File: src/rtl/pipe_ctrl_pkg.sv
// pipe_ctrl_pkg: state encoding and parameter defaults shared by pipeline_ctrl
package pipe_ctrl_pkg;
    typedef enum logic [1:0] {RUN, MWAIT, ERR} state_t;
    localparam int DEF_TIMEOUT = 255;
    localparam int DEF_CW = 16;
endpackage

File: src/rtl/sat_cnt.sv
// sat_cnt: up counter with synchronous clear that holds at all-ones
module sat_cnt #(
    parameter int W = 16
) (
    input  logic         i_clk,
    input  logic         i_clr,
    input  logic         i_inc,
    output logic [W-1:0] o_cnt
);
    logic [W-1:0] r_cnt;
    // clear wins; increment only while below all-ones
    always_ff @(posedge i_clk) begin
        if (i_clr) r_cnt <= '0;
        else if (i_inc && !(&r_cnt)) r_cnt <= r_cnt + W'(1);
    end
    assign o_cnt = r_cnt;
endmodule

File: src/rtl/pipeline_ctrl.sv
// pipeline_ctrl: hazard, flush and memory-wait controller for a 5-stage pipeline
module pipeline_ctrl
    import pipe_ctrl_pkg::*;
#(
    parameter int TIMEOUT = DEF_TIMEOUT,
    parameter int CW = DEF_CW
) (
    input  logic          CLK,
    input  logic          RST,
    input  logic [4:0]    id_rs,
    input  logic [4:0]    id_rt,
    input  logic          id_uses_rt,
    input  logic          ex_memread,
    input  logic [4:0]    ex_rt,
    input  logic          ex_branch_taken,
    input  logic          mem_req,
    input  logic          mem_ready,
    output logic          pc_we,
    output logic          ifid_we,
    output logic          idex_we,
    output logic          exmem_we,
    output logic          ifid_flush,
    output logic          idex_flush,
    output logic          memwb_bubble,
    output logic [CW-1:0] stall_cnt,
    output logic [CW-1:0] flush_cnt,
    output logic          err
);
    localparam int WW = $clog2(TIMEOUT + 1);
    localparam logic [WW-1:0] TO = WW'(TIMEOUT);
    state_t r_state, w_next;
    logic [WW-1:0] r_wait, w_wait_next;
    logic w_mem_wait, w_load_use, w_stall_inc, w_flush_inc;
    assign w_mem_wait = mem_req & ~mem_ready;
    assign w_load_use = ex_memread & (ex_rt != 5'd0) &
                        ((ex_rt == id_rs) | (id_uses_rt & (ex_rt == id_rt)));
    // reset overrides everything; a memory wait freezes the pipe and hides branch/load-use,
    // which EX and ID re-present once memory completes
    always_comb begin
        pc_we = 1'b1;
        ifid_we = 1'b1;
        idex_we = 1'b1;
        exmem_we = 1'b1;
        ifid_flush = 1'b0;
        idex_flush = 1'b0;
        memwb_bubble = 1'b0;
        err = 1'b0;
        w_stall_inc = 1'b0;
        w_flush_inc = 1'b0;
        w_next = r_state;
        w_wait_next = r_wait;
        if (RST) begin
            {pc_we, ifid_we, idex_we, exmem_we} = 4'b0000;
            {ifid_flush, idex_flush, memwb_bubble} = 3'b111;
        end else if (r_state == ERR) begin
            {pc_we, ifid_we, idex_we, exmem_we} = 4'b0000;
            memwb_bubble = 1'b1;
            err = 1'b1;
        end else if (w_mem_wait) begin
            {pc_we, ifid_we, idex_we, exmem_we} = 4'b0000;
            memwb_bubble = 1'b1;
            w_stall_inc = 1'b1;
            w_wait_next = (r_state == RUN) ? WW'(1) : r_wait + WW'(1);
            w_next = (r_state == MWAIT && r_wait == TO) ? ERR : MWAIT;
        end else begin
            w_next = RUN;
            w_wait_next = '0;
            if (ex_branch_taken) begin
                {ifid_flush, idex_flush} = 2'b11;
                w_flush_inc = 1'b1;
            end else if (w_load_use) begin
                {pc_we, ifid_we} = 2'b00;
                idex_flush = 1'b1;
                w_stall_inc = 1'b1;
            end
        end
    end
    // state and consecutive-wait count
    always_ff @(posedge CLK) begin
        if (RST) begin
            r_state <= RUN;
            r_wait <= '0;
        end else begin
            r_state <= w_next;
            r_wait <= w_wait_next;
        end
    end
    sat_cnt #(.W(CW)) u_stall (.i_clk(CLK), .i_clr(RST), .i_inc(w_stall_inc), .o_cnt(stall_cnt));
    sat_cnt #(.W(CW)) u_flush (.i_clk(CLK), .i_clr(RST), .i_inc(w_flush_inc), .o_cnt(flush_cnt));
endmodule

File: config.mk
export PLATFORM = sky130hd
export DESIGN_NAME = pipeline_ctrl
export DESIGN_NICKNAME = d
export VERILOG_FILES = /design/src/rtl/pipe_ctrl_pkg.sv /design/src/rtl/sat_cnt.sv /design/src/rtl/pipeline_ctrl.sv
export SDC_FILE = /design/constraint.sdc
export NUM_CORES = 1
export LEC_CHECK = 0
export CORE_MARGIN = 3
export CORE_UTILIZATION = 40
export CTS_CLUSTER_SIZE = 14
export DETAILED_ROUTE_END_ITERATION = 7
export GPL_TIMING_DRIVEN = 0
export PLACE_DENSITY = 0.69
export SETUP_SLACK_MARGIN = 0.2
export SLEW_MARGIN = 10
export SYNTH_ARGS = -nofsm -noshare
export SYNTH_HDL_FRONTEND = slang
export SYNTH_SLANG_ARGS = --single-unit
export TNS_END_PERCENT = 100
File: constraint.sdc
create_clock -name CLK -period 3.1 [get_ports CLK]
set_input_delay 0.465 -clock CLK [delete_from_list [all_inputs] [get_ports CLK]]
set_output_delay 0.465 -clock CLK [all_outputs]
set_load 0.05 [all_outputs]
# --- Word-level counts from Yosys, hierarchy flattened ---
# Index checks and enable logic that the tools add are counted.
classes:
  n_eq_ne: 5
  muxes: 31
  n_addsub: 3
  n_bitwise: 6
  n_reduce_logical: 9
ops:
  columns: ["operator", "n"]
  rows:
  - ["adder 16 x 1 -> 16 bit, second input constant", 2]
  - ["AND reduction 16 bit", 2]
  - ["2-to-1 mux 1 bit", 27]
  - ["2-to-1 mux 8 bit", 2]
  - ["equality test 5 bit", 2]
  - ["adder 8 x 1 -> 8 bit, second input constant", 1]
  - ["equality test 8 bit, second input constant", 1]
  - ["nonzero test 5 bit", 1]
  - ["bitwise AND 1 bit", 4]
  - ["2-to-1 mux 2 bit", 2]
  - ["logical AND 1 bit", 3]
  - ["equality test 2 x 1 -> 1 bit, second input constant", 1]
  - ["equality test 2 bit, second input constant", 1]
  - ["zero test 1 bit", 2]
  - ["zero test 2 bit", 1]
  - ["inverter 1 bit", 1]
  - ["OR 1 bit", 1]
totals:
  out_inout_bits: 40
  word_cells: 58
  regBits: 42
  input_bits: 22

# --- Depth between registers and ports, before layout ---
depth:
  word_depth: 10
  mapped_depth: 9

# --- Modules after synthesis ---
# A second synthesis with hierarchy kept.
unflattened:
  cells_unflattened: 277
  hier_area_um2: 2351.0
modules_own_cells:
  columns: ["module", "cells_per_inst", "instances", "area_per_inst_um2"]
  rows:
  - ["sat_cnt", 96, 2, 833.3]
  - ["pipeline_ctrl", 85, 1, 684.4]

# --- Worst setup path after synthesis ---
# No wires, ideal clock.
synth_path:
  path_kind: "input port to output port"
  start: "in RST"
  end: "out pc_we"
  t_arrival_ns: 2.359
  t_required_ns: 2.635
  n_path_buf: 2
  slack_ns: 0.276
  stages: 4
  path_cell_list: "clkbuf_1 or3_1 nor2_1 buf_4"
synth_via:
  elab_chain_cells: 1
synth_rtl:
  columns: ["item", "line", "rtl"]
  rows:
  - ["start: declaration", "pipeline_ctrl.sv:9", "input logic RST,"]
  - ["2-to-1 mux 1 bit", null, null]
  - ["end: declaration", "pipeline_ctrl.sv:18", "output logic pc_we,"]
# No other way between the ends.

# --- Worst setup path after layout ---
layout_path:
  start: "in mem_ready"
  end: "out ifid_flush"
layout_via:
  elab_chain_cells: 5
layout_rtl:
  columns: ["item", "line", "rtl"]
  rows:
  - ["start: declaration", "pipeline_ctrl.sv:17", "input logic mem_ready,"]
  - ["inverter 1 bit", "pipeline_ctrl.sv:34", "assign w_mem_wait = mem_req & ~mem_ready;"]
  - ["bitwise AND 1 bit", "pipeline_ctrl.sv:34", null]
  - ["2-to-1 mux 1 bit", "pipeline_ctrl.sv:59", "end else if (w_mem_wait) begin"]
  - ["2-to-1 mux 1 bit", "pipeline_ctrl.sv:55", "end else if (r_state == ERR) begin"]
  - ["2-to-1 mux 1 bit", "pipeline_ctrl.sv:52", "if (RST) begin"]
  - ["end: declaration", "pipeline_ctrl.sv:22", "output logic ifid_flush,"]
# No other way between the ends.

==> key figures <==
Run status
  • Status: completed

Placed design
  • DP Worst Slack: -0.204 ns
  • Port-buffer cells: 60
  • Post-DP HPWL: 4080 um
  • Dpl cell area: 2920 um2
  • Routability congestion estimate: approximately 0.8

Logic synthesis
  • Post-synthesis cell type count: 49
  • Top cells by area, synth: dfxtp_1 (38%), nor2_1 (5.7%), xor2_1 (5.5%)
  • Xor-xnor portion of the synthesized cell area: 9.43%
  • Sequential fraction of the synthesis area: between 30% and 40%
  • Top cells by count, synth: dfxtp_1 (42), nor2_1 (34), a21oi_1 (17)
  • Synth warn: 0
  • Yosys top cell by area: dfxtp_1
  • Netlist Area Pre-Place: 2230 um2
  • Mux contribution to synthesized area: 1.91%
  • Syn Nets: 296
  • Largest family of logic cells by synthesized area: simple AND/OR/NAND/NOR gates
  • Most common flop cell mapped by yosys: dfxtp_1
  • Synth top area share: a little under two fifths
  • Syn Area/Cell: ~8.2 um2
  • Adder-cell share of the synthesized area: 1.68%
  • Post-Synth Simple-Gate Area: between 20% and 30%
  • Post-synth EDFFs: 0
  • Post-synthesis async set-or-reset flop share: 0%
  • Most frequent cell after synthesis: dfxtp_1
  • Post-Synthesis Cells: between 200 and 300
  • Synth Register Bits: 42
  • Compound-Gate Fraction of Synth Area: 15.5%

Drt
  • DRT Pass-1 Iters: 4
  • Vias per cell: 5.31
  • Detailed Route WL: 5550 um
  • Routed WL per cell: about 14 um
  • Final ANT Viol Nets: 0
  • Drc violations: 0
  • Via count: between 2k and 2.5k
  • Initial DRC Count: between 100 and 150

Clocking
  • Inserted Clock Buffers: 5
  • Post-CTS Hold Fix Bufs: 0
  • CTS tree: built
  • Clock sinks: 42
  • Clk_lat worst skew: approximately 0.29 ns
  • Clock root cell: clkbuf_8
  • Setup Buffers After CTS: 0
  • Htree depth: 2
  • Worst-path clk slew: 0.08 ns
  • Clock Tree Buf Depth: 2

Critical path
  • Required time of the critical path: around 2.6 ns
  • Critical path data arrival time: 2.35 ns
  • Worst setup path category: in -> out
  • Worst Setup Start Kind: primary input
  • CP max FO: 4
  • Critical Path Sink Type: output pin

Finish
  • Fin nets: 363
  • Antenna diode count: 0
  • Layout cells sized above 1: 8.55%
  • Area Growth Syn to Fin: 35.7%
  • Cell area after layout: approximately 3000 um2

STA
  • Achievable clock frequency: 356 MHz
  • Worst slew margin: 60.0%
  • Final Cycle Share: 90.7%
  • Post-layout min period: around 2.8 ns
  • Pins Over Slew Limit: 0
  • Final count of hold timing violations: 0
  • RSZ-0062 raised after global routing: false
  • Worst-margin pin slew: roughly 0.6 ns
  • Final setup fails: 0
  • Final WS setup: 0.289 ns
  • Clk_skew: 0.00630 ns

Global route
  • GRT overflow: 0
  • Largest net degree at the start of global routing: 13
  • First-pass GRT wire length: 9250 um
  • Initial antenna violation count: 0
  • Total track usage: roughly 18%
  • Vias in the first global route: 2,086

Job
  • Max Cap Viol: 0

Power and ir drop
  • LEAKAGE: 1.06 nW
  • Total power: 1.10 mW
  • VDD IR max: 0.000266 V
  • Total power per unit cell area: 364 nW/um2

Die
  • Core Area: 5240 um2
  • DIE AREA: 6510 um2
  • Die width: around 81 um
  • Starting Density: 42.6%
  • Die H: roughly 81 um
  • Row count: 26
  • Top-Level Pins: 62

Min path
  • Worst Hold Class: reg -> reg
## critical path, cell delays in order
cell and delay, ns:
clkdlybuf4s50_1 0.42, nand2b_1 0.21, and3_1 0.25, or2_2 0.30, clkdlybuf4s50_1 0.70
## power by group
part,switching (mW),internal (mW)
Clock,0.181,0.225
Combinational,0.0843,0.0601
Sequential,0.00653,0.543
## metrics by stage
| stage | utilization (%) | setup TNS (ns) | hold slack [ns] | cells |
|---|---|---|---|---|
| after floorplan | - | 0 | 0.460 | 271 |
| after global placement | 55.7 | -0.460 | 0.485 | 401 |
| after detailed placement | 55.7 | -0.499 | 0.492 | 401 |
| after CTS | 57.8 | 0 | 0.505 | 409 |
| after global routing | 57.8 | 0 | 0.550 | 409 |
| final | 57.8 | 0 | 0.506 | 409 |
## what timing repair did
item,CTS,global route
resized for setup,7,9
setup endpoints to repair,4,6
endpoints found under the hold margin,0,0
## state kept, by name, indices dropped and copies added (netlist names)
signal / count
r_wait: 8
u_flush.o_cnt: 16
u_stall.o_cnt: 16
r_state: 2
## logic make-up after synthesis
family / Yosys count
AOI/OAI and AO/OA: 56
xor gates and xnor gates: 24
adders and majority gates: 3
buffers and inverters: 17
DFF: 42
muxes: 4
and+or+nand+nor: 125
## worst paths after layout
path | start | endpoint | slack (ns) | depth (start not counted)
max reg2reg | u_stall.o_cnt[0]$_SDFFE_PP0P_ | u_stall.o_cnt[1]$_SDFFE_PP0P_ | 0.73 | 9
min | r_wait[3]$_SDFFE_PP0N_ | r_wait[3]$_SDFFE_PP0N_ | 0.51 | 2
min reg2reg | r_wait[3]$_SDFFE_PP0N_ | r_wait[3]$_SDFFE_PP0N_ | 0.51 | 2
max | mem_ready | ifid_flush | 0.29 | 5
## cell type report
class                   instances  area [um2]
fillers                       475        2210
inverters                       6        22.5
clock buffers                   8         110
flip-flops and latches         42         841
well taps                      70        87.6
multi-input cells             212        1310
repair buffers                 60         592
plain buffers                  11        65.1
## placed cells by master, fill, tap and decap left out, types with 7 or more instances in the layout
cell	instances
nor3_1	8
clkbuf_8	8
nor2_1	34
dfxtp_1	42
nand4_1	7
o21ai_1	8
a21oi_1	17
nand2_1	16
o21ai_0	13
or3_1	13
xor2_1	14
xnor2_1	10
clkdlybuf4s50_1	53
nand3_1	16
## layer usage
layer | part of all wire [%] | up-vias | track usage (%)
li1 | - | 1106 | -
met1 | 49 | 1000 | 22.9
met2 | 44 | 58 | 28.6
met3 | 6.6 | 6 | 4.26
met4 | 0.85 | 0 | 5.91
met5 | 0 | - | 0
(Power assumes the default switching activity.)
